## src/rtl/miss_fill_unit.sv

```systemverilog
// Miss/fill unit: queues block misses, issues in-order memory reads, fills the cache and wakes the wait buffer.
// Optional MISS_MERGE_EN: a miss to an already tracked block is accepted without allocating.
module miss_fill_unit #(
  parameter int ADDR_BITS      = 32,
  parameter int BLOCK_ID_START = 5,
  parameter int BLOCK_BITS     = 256,
  parameter int ENTRIES        = 4
) (
  input  logic                  clk,
  input  logic                  rst_n,
  input  logic                  miss_valid,
  input  logic [ADDR_BITS-1:0]  miss_address,
  output logic                  miss_ready,
  output logic                  miss_pending,
  output logic                  mem_req_valid,
  output logic [ADDR_BITS-1:0]  mem_req_address,
  input  logic                  mem_req_ready,
  input  logic                  mem_resp_valid,
  input  logic [BLOCK_BITS-1:0] mem_resp_data,
  output logic                  mem_resp_ready,
  output logic                  fill_valid,
  output logic [ADDR_BITS-1:0]  fill_address,
  output logic [BLOCK_BITS-1:0] fill_data,
  input  logic                  fill_ready,
  output logic                  wb_invalidate,
  output logic [ADDR_BITS-1:0]  wb_address,
  input  logic                  wb_in_walk_mode
);

  localparam int PW = $clog2(ENTRIES);
  localparam int IW = ADDR_BITS - BLOCK_ID_START;
  localparam logic [PW:0] FULL = (PW+1)'(ENTRIES);
  localparam logic [BLOCK_ID_START-1:0] OFS0 = '0;

  typedef enum logic [1:0] {IDLE, FILL, WAKE} state_e;

  state_e                state_q;
  logic [ENTRIES-1:0]    vld_q;
  logic [IW-1:0]         id_q [ENTRIES];
  logic [PW-1:0]         tail_q, iss_q, head_q;
  logic [PW:0]           cnt_q, pend_q;
  logic [IW-1:0]         fid_q;
  logic [BLOCK_BITS-1:0] fdata_q;

  logic [IW-1:0] miss_id;
  logic [PW:0]   await_n;
  logic          hit, alloc, req_fire, resp_fire, free;
  logic          unused_ofs;

  assign miss_id    = miss_address[ADDR_BITS-1:BLOCK_ID_START];
  assign unused_ofs = ^miss_address[BLOCK_ID_START-1:0];

`ifdef MISS_MERGE_EN
  always_comb begin
    hit = 1'b0;
    for (int i = 0; i < ENTRIES; i++)
      if (vld_q[i] && id_q[i] == miss_id)
        hit = 1'b1;
  end
`else
  assign hit = 1'b0;
`endif

  assign miss_pending = hit;
  assign miss_ready   = (cnt_q != FULL) || hit;
  assign alloc        = miss_valid && miss_ready && !hit;

  // pend_q counts allocated-but-unissued slots, so a full queue is unambiguous
  assign mem_req_valid   = pend_q != '0;
  assign mem_req_address = mem_req_valid ? {id_q[iss_q], OFS0} : '0;
  assign req_fire        = mem_req_valid && mem_req_ready;

  assign mem_resp_ready = (state_q == IDLE) && (cnt_q != pend_q) && vld_q[head_q];
  assign resp_fire      = mem_resp_valid && mem_resp_ready;

  assign fill_valid   = state_q == FILL;
  assign fill_address = fill_valid ? {fid_q, OFS0} : '0;
  assign fill_data    = fill_valid ? fdata_q : '0;

  assign wb_invalidate = (state_q == WAKE) && !wb_in_walk_mode;
  assign wb_address    = (state_q == WAKE) ? {fid_q, OFS0} : '0;
  assign free          = wb_invalidate;

  always_ff @(posedge clk or negedge rst_n) begin
    if (!rst_n) begin
      state_q <= IDLE;
      vld_q   <= '0;
      tail_q  <= '0;
      iss_q   <= '0;
      head_q  <= '0;
      cnt_q   <= '0;
      pend_q  <= '0;
    end else begin
      if (free)
        vld_q[head_q] <= 1'b0;
      if (alloc)
        vld_q[tail_q] <= 1'b1;
      if (alloc)
        tail_q <= tail_q + PW'(1);
      if (free)
        head_q <= head_q + PW'(1);
      if (req_fire)
        iss_q <= iss_q + PW'(1);
      cnt_q  <= cnt_q + {{PW{1'b0}}, alloc} - {{PW{1'b0}}, free};
      pend_q <= pend_q + {{PW{1'b0}}, alloc} - {{PW{1'b0}}, req_fire};
      case (state_q)
        IDLE:    if (resp_fire) state_q <= FILL;
        FILL:    if (fill_ready) state_q <= WAKE;
        WAKE:    if (!wb_in_walk_mode) state_q <= IDLE;
        default: state_q <= IDLE;
      endcase
    end
  end

  always_ff @(posedge clk) begin
    if (alloc)
      id_q[tail_q] <= miss_id;
    if (resp_fire) begin
      fid_q   <= id_q[head_q];
      fdata_q <= mem_resp_data;
    end
  end

  // responses arriving with no issued request still waiting are a protocol error
  assign await_n = cnt_q - pend_q - {{PW{1'b0}}, state_q != IDLE};

  resp_proto_a: assert property (@(posedge clk) disable iff (!rst_n)
    mem_resp_valid |-> await_n != '0);

endmodule

```

## config.mk

```make
export PLATFORM = sky130hd
export DESIGN_NAME = miss_fill_unit
export DESIGN_NICKNAME = d
export VERILOG_FILES = /design/src/rtl/miss_fill_unit.sv
export SDC_FILE = /design/constraint.sdc
export NUM_CORES = 1
export LEC_CHECK = 0
export CAP_MARGIN = 20
export CORE_AREA = 2 2 256 258
export CTS_CLUSTER_SIZE = 40
export DETAILED_ROUTE_END_ITERATION = 8
export DIE_AREA = 0 0 258 260
export GPL_TIMING_DRIVEN = 0
export HOLD_SLACK_MARGIN = 0.06
export PLACE_DENSITY = 0.52
export SLEW_MARGIN = 20
export SYNTH_ARGS = -nofsm -noshare
export SYNTH_HDL_FRONTEND = slang
export SYNTH_SLANG_ARGS = --single-unit
```

## constraint.sdc

```tcl
create_clock -name clk -period 18.6 [get_ports clk]
set_input_delay 5.58 -clock clk [delete_from_list [all_inputs] [get_ports clk]]
set_output_delay 5.58 -clock clk [all_outputs]
set_load 0.05 [all_outputs]
```

* After elaboration in Yosys (flattened, before gate mapping)
Memories as Yosys holds them, arrays and structs flattened. A register that Yosys moved wholly into a read port is not among the register bits. Index checks and enable logic that the tools add are counted.
Word-level totals: output and inout bits 358, input bits 295, memories 1, memory bits (writable) 108, bits in registers 274, word-level logic and storage cells 60
Operators by class: reductions and logical operators 12, bitwise operators 3, muxes and demuxes 18, $add $sub $neg 7, order comparisons 4, equal/unequal tests 7
Memory list:
- id_q | words 4, bits a word 27, read ports 2, clocked after memory_dff 1, write ports 1, line 39 | logic [IW-1:0] id_q [ENTRIES];
Operator list (count):
- 2-to-1 mux 256 bit | 1
- 2-to-1 mux 32 bit | 3
- logical AND 1 bit | 8
- 2-to-1 mux 4 bit | 2
- adder 2 x 1 -> 2 bit (second input constant) | 3
- adder 3 x 1 -> 3 bit | 2
- < comparator 2 x 3 -> 1 bit (second input constant) | 2
- 2-to-1 mux 2 bit | 3
- one-hot mux 2 bit (3 select lines) | 1
- subtractor 3 x 1 -> 3 bit | 2
- 2-to-1 mux 1 bit | 5
- bitwise AND 4 bit | 1
- demux 1 bit (select 2 bit) | 2
- >= comparator 2 x 1 -> 1 bit (second input constant) | 2
- != test 2 bit (second input constant) | 2
- inverter 4 bit | 1
- OR 4 bit | 1
- != test 3 bit | 1
- != test 3 bit (second input constant) | 1
- AND reduction 3 bit | 1
- nonzero test 3 bit | 1
- binary-select mux 1 bit (select 2 bit) | 1
- == test 2 x 1 -> 1 bit (second input constant) | 1
- == test 2 bit (second input constant) | 1
- other kinds (3) | 3

* Depth between registers and ports, before layout
Gate-level depths: netlist (run 1).
depth in word-level cells 9, mapped depth 10, mapped depth without buffers 9

* Worst setup path after synthesis (run 1)
Ideal clock, no wire load.
path type input to register, start input port mem_resp_valid, end register fdata_q[0], enable pin, library setup time 936 ps, arrival time 17427 ps, slack 237 ps, cell stages on the path 2, path through nand2_1 nor2_1
On the way: word-level cells in the longest chain between the ends 1
RTL lines:
- start, declared | line 18 | input logic mem_resp_valid,
- logical AND 1 bit | line 74 | assign resp_fire = mem_resp_valid && mem_resp_ready;
- net resp_fire | line 47 | logic hit, alloc, req_fire, resp_fire, free;
- end signal, assigned | line 120 | fdata_q <= mem_resp_data;
- end, declared | line 43 | logic [BLOCK_BITS-1:0] fdata_q;
The timed path passes the listed nets, and every way through them passes these cells. A chain may end at the register's enable or synchronous reset.

* Worst setup path after layout (run 1)
start input port wb_in_walk_mode, end output port wb_invalidate
On the way: word-level cells in the longest chain between the ends 2
RTL lines:
- start, declared | line 27 | input logic wb_in_walk_mode
- logical NOT 1 bit
- logical AND 1 bit | line 80 | assign wb_invalidate = (state_q == WAKE) && !wb_in_walk_mode;
- end, declared | line 25 | output logic wb_invalidate,
Every way passes these cells.

==> results.md, run 1 <==
* Status: finished clean
* Reg power frac at 29.8%
* Worst slack after detailed placement at 5.38 ns
* Largest net degree at the start of global routing at 29
* Register area share after synthesis at 74.2%
* Total CTS buffers at between 40 and 50
* Reported leakage power at 8.91 nW
* Transition time at the pin with the least slew margin at about 0.9 ns
* Total routing resource utilization after global routing at 16.7%
* Number of instances in the synthesized netlist at 936
* Type of the worst min-delay path: flip-flop to flip-flop
* Drt drc at 0
* Most used cells in the layout excluding fill and tap cells: 631 x clkdlybuf4s50_1, 391 x edfxtp_1, 337 x and2_1, 54 x mux4_2, 50 x clkbuf_16
* Required @ worst endpoint at 13.02 ns
* Final hold slack at 0.480 ns
* GRT Residual Overflow at 0
* MaxCap Viol Count at 0
* PD cells at ~190 nW/um^2
* Final hold vios at 0
* Slew Limit Fails at 0
* Setup-failing EPs final at 0
* Summed instance area of the synthesized netlist at 16400 um^2
* Final worst path period share at 70.9%
* Most frequent standard cell in the layout excluding fill and tap cells: clkdlybuf4s50_1
* Proportion of netlist area held by the largest area contributor at 71.4%
* Clock period minus final worst setup slack at 13.19 ns
* Maximum vdd drop at 109 uV
* Total Negative Setup Slacks at 0 ns
* Final cell count without fillers at 2549
* Synthesis warning total at 0
* Worst setup slack after layout at 5.41 ns
* Via-per-instance ratio at 4.14
* Part of the total power dissipated in the clock network at ~19%
* Type of element launching the critical path: input port
* Die Wd at ~260 um
* Placer congestion estimate at 0.850
* Mean instance size in the synthesized netlist at ~18 um^2
* Maximum buffer depth of the clock tree at 3
* Number of placed cells counting well taps at 2454
* Number of antenna violations at the first check in global routing at 18
* Maximum clock frequency at 75.8 MHz
* Number of top-level design ports at 653
* Die Footprint at 67100 um^2
* Via count of the routed design at 10600
* Distinct cell type count of the synthesized netlist at 32
* Synth-to-Final Area Change at 57.1%
* Number of synthesized register bits at 409
* Half-perimeter wire length after placement at 45.5 mm
* Cell-internal power at approximately 2.8 mW
* Site Rows at 93
* R2r startpoint: head_q[0]
* Crit Path Class: input port to primary output
* Share of layout cells above drive strength 1 at 10.5%
* Total of hold buffers inserted after clock tree synthesis at 0
* Switching Power at 2.14 mW
* Top cell type by total area after synthesis: edfxtp_1
* Clock edge transition at the registers on the reported setup and hold paths at 0.05 ns
* Htree depth at 2
* Worst clock skew on the final layout at approximately 0.022 ns
* Iteration count of the initial detailed-routing pass at 5
* Maximum net fanout on the critical path at 9
* TritonCTS clock tree: yes
* Endpoint arrival time on the critical path at 7.61 ns
* Vias in the first global route at 10900
* Routed wirelength normalized by instance count at 22.9 um
* Total Routed Length at slightly below 60 mm
* Number of clock sinks at about 410
* Worst setup path startpoint: wb_in_walk_mode
* Fill cell total of the finished layout at just under 6000
* Clock Latency Late Sink at 0.59 ns
* Top cells by area, synth: edfxtp_1 71%, and2_1 13%, mux4_2 7.4%
* Starting Density at 25.6%
* Clk Tree Root Cell: clkbuf_16
* Worst max-slew margin expressed relative to the limit at between 30% and 40%
* Unrepaired setup endpoints after global routing: false
* Kind of capture point of the worst setup path: primary output
* Number of nets in the layout at 1958
* Wire length of the first global-routing pass at around 80 mm
* PortBufs at between 600 and 700
* Chip height at 260 um
* Worst Hold Launch: vld_q[1]
* Switching power share of the total at 43.3%
* Sequential cell area at 12200 um^2
* Combinational power share at 51.7%
* DR iter-0 viols at 579
* Antenna-violating nets left at 0
* Utilization after layout at 40.3%
* Area taken by multi-input logic gates at 3900 um^2
* Number of buffers added for setup after CTS at 0
* Core ar. at ~64000 um^2
* Post-CTS Resized at 0
-- sequential cells by signal, summed over array words and instances (netlist names), 3 cells and up --
name and flops:
id_q 108, cnt_q 3, vld_q 4, fdata_q 256
fid_q 27, pend_q 3
-- worst paths after layout --
check                                end  slack (ns)  depth (start not counted)
hold reg to reg                 vld_q[1]        0.48                          1
setup / recovery           wb_invalidate        5.41                          3
min in group asynchronous       cnt_q[0]        5.52                          1
setup reg to reg            fdata_q[102]       15.75                          8
max in group asynchronous      tail_q[0]       12.53                          1
hold / removal                  vld_q[1]        0.48                          1
-- critical path: stages --
cell	delay [ns]
clkdlybuf4s50_1	0.44
nor3b_2	0.60
clkdlybuf4s50_1	0.98
-- through the flow --
stage                     total power [mW]  area [um^2]
after floorplan                       3.20        16500
after CTS                             5.02        25800
after global placement                4.19        23900
final                                 4.94        25800
after detailed placement              4.09        24300
after global routing                  5.16        25800
-- metal layers --
layer	GRT usage (%)	wire [um]
met4	6.34	2130
met5	0	11
met2	29.9	30400
met1	18.2	21400
met3	5.61	4450
-- power groups by stage --
stage	combinational, mW	sequential [mW]	clock (mW)
after floorplan	1.60	1.60	0
after global placement	2.48	1.72	0
after CTS	2.60	1.48	0.944
after detailed placement	2.59	1.50	0
final	2.56	1.47	0.913
after global routing	2.68	1.51	0.978
-- area by class of cell --
cell class                      count  area share (%)
Tap cell                          855            4.14
Clock inverter                     30           0.868
Buffer                             67            1.45
Timing Repair Buffer              648            26.0
Antenna cell                        9          0.0872
Multi-Input combinational cell    466            15.1
Clock buffer                       56            4.93
Sequential cell                   409            47.2
Inverter                            9           0.131
-- Yosys cell counts, drive strengths merged --
cell type / number
a21o: 4
nand2: 7
nor3: 1
nand3: 3
nor2: 2
or3: 1
xor2: 3
nor2b: 2
conb: 1
fa: 2
buf: 32
nand2b: 1
and3: 4
o31ai: 1
nor3b: 1
o21ai: 3
ha: 11
dfrtp: 18
and2: 338
inv: 9
edfxtp: 391
a22o: 1
mux4: 55
xnor2: 9
or3b: 1
clkbuf: 35
-- logic make-up (layout without fill, tap and decap cells) --
family / Yosys count / after routing / synth area share (%)
AND/OR/NAND/NOR: 361 / 361 / 13.6
XOR/XNOR: 12 / 12 / 0.640
flip-flops: 409 / 409 / 74.2
adder cells (fa/ha/maj): 13 / 13 / 1.08
buffers and inverters: 76 / 810 / 2.49
multiplexers: 55 / 55 / 7.56
AO/OA/AOI/OAI: 9 / 9 / 0.373
other: 1 / 25 / 0.0228
Power figures use the tool's default switching activity.
==> inputs of run 2 (changes only) <==
- CORE_AREA: 2 2 256 258 -> 2 2 253 255
- DIE_AREA: 0 0 258 260 -> 0 0 255 257
- PLACE_DENSITY: 0.52 -> 0.55
- clock period: 18.6 -> 10.7 ns (I/O delays scaled with it)
==> run 2 against run 1 <==
Global-route usage barely moved. Cell count fell by 0.35%. Register-to-register slack got worse by 8.4 ns. Total power rose by 73%. Sequential cell count did not move. Sequential power rose by 74%. Die area fell by 2.3%. Worst setup slack got worse by 3.2 ns. Combinational power rose by 72%. Clock skew fell by 0.0077 ns. Wire length fell by 3.4%. Largest cell class unchanged. Highest routed layer unchanged.
==> results.md, run 2 (same netlist as run 1, synthesis figures left out) <==
* PD cells at 331 nW/um^2
* Crit path max-delay family: buffers and inverters
* Clock Latency Late Sink at 0.57 ns
* R2r startpoint: head_q[0]
* Total routing resource utilization after global routing at 16.7%
* Final worst path period share at 79.6%
* CP Depth at 3
* Max FFs per register at 256
* Unrepaired setup endpoints after global routing: false
* Overall power consumption at between 8 and 9 mW
* Combinational power share at about half
* Switching power share of the total at 42.9%
* Vias in the first global route at around 11000
* Placed standard-cell area at approximately 24000 um^2
* Antenna-violating nets left at 0
* Worst reg-to-reg setup slack at ~7.4 ns
* Slew Limit Fails at 0
* Reg power frac at approximately 30%
* Clock period minus final worst setup slack at 8.52 ns
* Share of layout cells above drive strength 1 at 10.6%
* Most frequent standard cell in the layout excluding fill and tap cells: clkdlybuf4s50_1
* Switching Power at 3.67 mW
* Wire length of the first global-routing pass at approximately 80 mm
* Setup-failing EPs final at 0
* Clock edge transition at the registers on the reported setup and hold paths at 0.06 ns
* Required @ worst endpoint at 7.49 ns
* Total non-filler cell area in the finished layout at about 26000 um^2
* Maximum net fanout on the critical path at 9
* Placer congestion estimate at 0.833
* MaxCap Viol Count at 0
* Drt drc at 0
* Number of top-level design ports at 653
* Part of the total power dissipated in the clock network at 18.4%
* Number of nets in the layout at between 1500 and 2000
* Starting Density at 26.2%
* Transition time at the pin with the least slew margin at between 0.8 and 0.9 ns
* TritonCTS clock tree: yes
* Worst clock skew on the final layout at 0.0139 ns
* Number of buffers added for setup after CTS at 0
* Via count of the routed design at 10600
* Final hold vios at 0
* Routed wirelength normalized by instance count at 22.2 um
* Type of the worst min-delay path: flip-flop to flip-flop
* PortBufs at 631
* Maximum vdd drop at roughly 160 uV
* Most used cells in the layout excluding fill and tap cells: 631 x clkdlybuf4s50_1, 391 x edfxtp_1, 337 x and2_1, 54 x mux4_2, 49 x clkbuf_16
* Crit Path Class: input port to primary output
* Worst Hold Launch: vld_q[2]
* Status: finished clean
* Post-CTS Resized at 0
* Worst max-slew margin expressed relative to the limit at 41.9%
* Worst-path cell chain: clkdlybuf4s50_1 -> nor3b_2 -> clkdlybuf4s50_1
* Number of antenna violations at the first check in global routing at 34
* Total CTS buffers at 48
* Worst setup path startpoint: wb_in_walk_mode
* Reported leakage power at 8.91 nW
* Number of clock sinks at 409
* Core ar. at around 63000 um^2
* Largest net degree at the start of global routing at 29
* Cell-internal power at 4.89 mW
* R2r worst-path depth at 11
* GRT Residual Overflow at 0
* Maximum clock frequency at 117 MHz
* Critical-path top delay cell: clkdlybuf4s50_1
* Total Routed Length at 56.4 mm
* Chip height at between 200 and 300 um
* Die Wd at 255 um
* Total of hold buffers inserted after clock tree synthesis at 0
* Clk Tree Root Cell: clkbuf_16
* Max incr delay on CP at 1.02 ns
* Total Negative Setup Slacks at 0 ns
* Endpoint arrival time on the critical path at about 5.3 ns
* Type of element launching the critical path: input port
* Htree depth at 2
* Iteration count of the initial detailed-routing pass at 7
* Kind of capture point of the worst setup path: primary output
* DR iter-0 viols at between 600 and 700
* Maximum buffer depth of the clock tree at 3
* Site Rows at 92
* WP buf/inv at 2
* Crit-path most repeated cell: clkdlybuf4s50_1
* Half-perimeter wire length after placement at 44.0 mm
* Reg with most FFs: fdata_q
* Largest regs: fdata_q: 256 flops, id_q: 108 flops, fid_q: 27 flops
* Reg2reg end: fdata_q[50]
* Via-per-instance ratio at 4.16
* Worst Setup EP: wb_invalidate
* Die Footprint at 65500 um^2
* Synth-to-Final Area Change at 57.1%
* Final hold slack at 0.475 ns
==> run 2: how the worst min path moves through the flow <==
| stage | to | cells past startpoint |
|---|---|---|
| floorplan | vld_q[2] | 1 |
| global placement | vld_q[2] | 1 |
| detailed placement | vld_q[3] | 1 |
| CTS | vld_q[3] | 1 |
| global route | vld_q[3] | 1 |
| finish | vld_q[2] | 1 |
==> run 2: worst reg2reg max path: stages (launching register included) <==
cell     delay, ns
dfrtp_1       0.42
mux4_2        0.36
o31ai_1       0.14
nor2_4        0.48
buf_16        0.23
buf_16        0.19
buf_16        0.19
buf_16        0.21
buf_16        0.18
buf_12        0.20
buf_16        0.20
buf_12        0.21
==> run 2: final cells by class <==
type                            instances  area (um^2)
Fill cell                            5823        36900
Sequential cell                       409        12200
Timing Repair Buffer                  648         6740
Multi-Input combinational cell        466         3900
Clock buffer                           66         1310
Tap cell                              846         1060
Buffer                                 67          375
Clock inverter                         21          180
Inverter                                9         33.8
Antenna cell                            8         20.0
==> run 2: stage by stage <==
| stage | cells | util [%] | worst slack [ns] |
|---|---|---|---|
| after detailed placement | 2445 | 38.7 | 2.19 |
| after CTS | 2532 | 41.1 | 2.18 |
| final | 2540 | 41.1 | 2.18 |
| after global placement | 2428 | 38.1 | 0.0405 |
| after floorplan | 951 | - | 2.80 |
| after global routing | 2538 | 41.1 | 2.07 |
==> run 2: layer usage <==
layer  up-vias  GRT usage [%]  routed length (um)
met1      5179           17.7               19600
met2       449           30.2               29800
li1       4801              -                   -
met5         -              0                 126
met4        18           5.39                1640
met3       123           6.27                5250
==> run 2: power by group through the flow <==
stage | clock network (mW) | registers (mW) | logic [mW]
floorplan | 0 | 2.61 | 2.78
global placement | 0 | 2.71 | 4.27
detailed placement | 0 | 2.60 | 4.48
CTS | 1.63 | 2.57 | 4.49
global route | 1.69 | 2.61 | 4.64
finish | 1.58 | 2.56 | 4.41
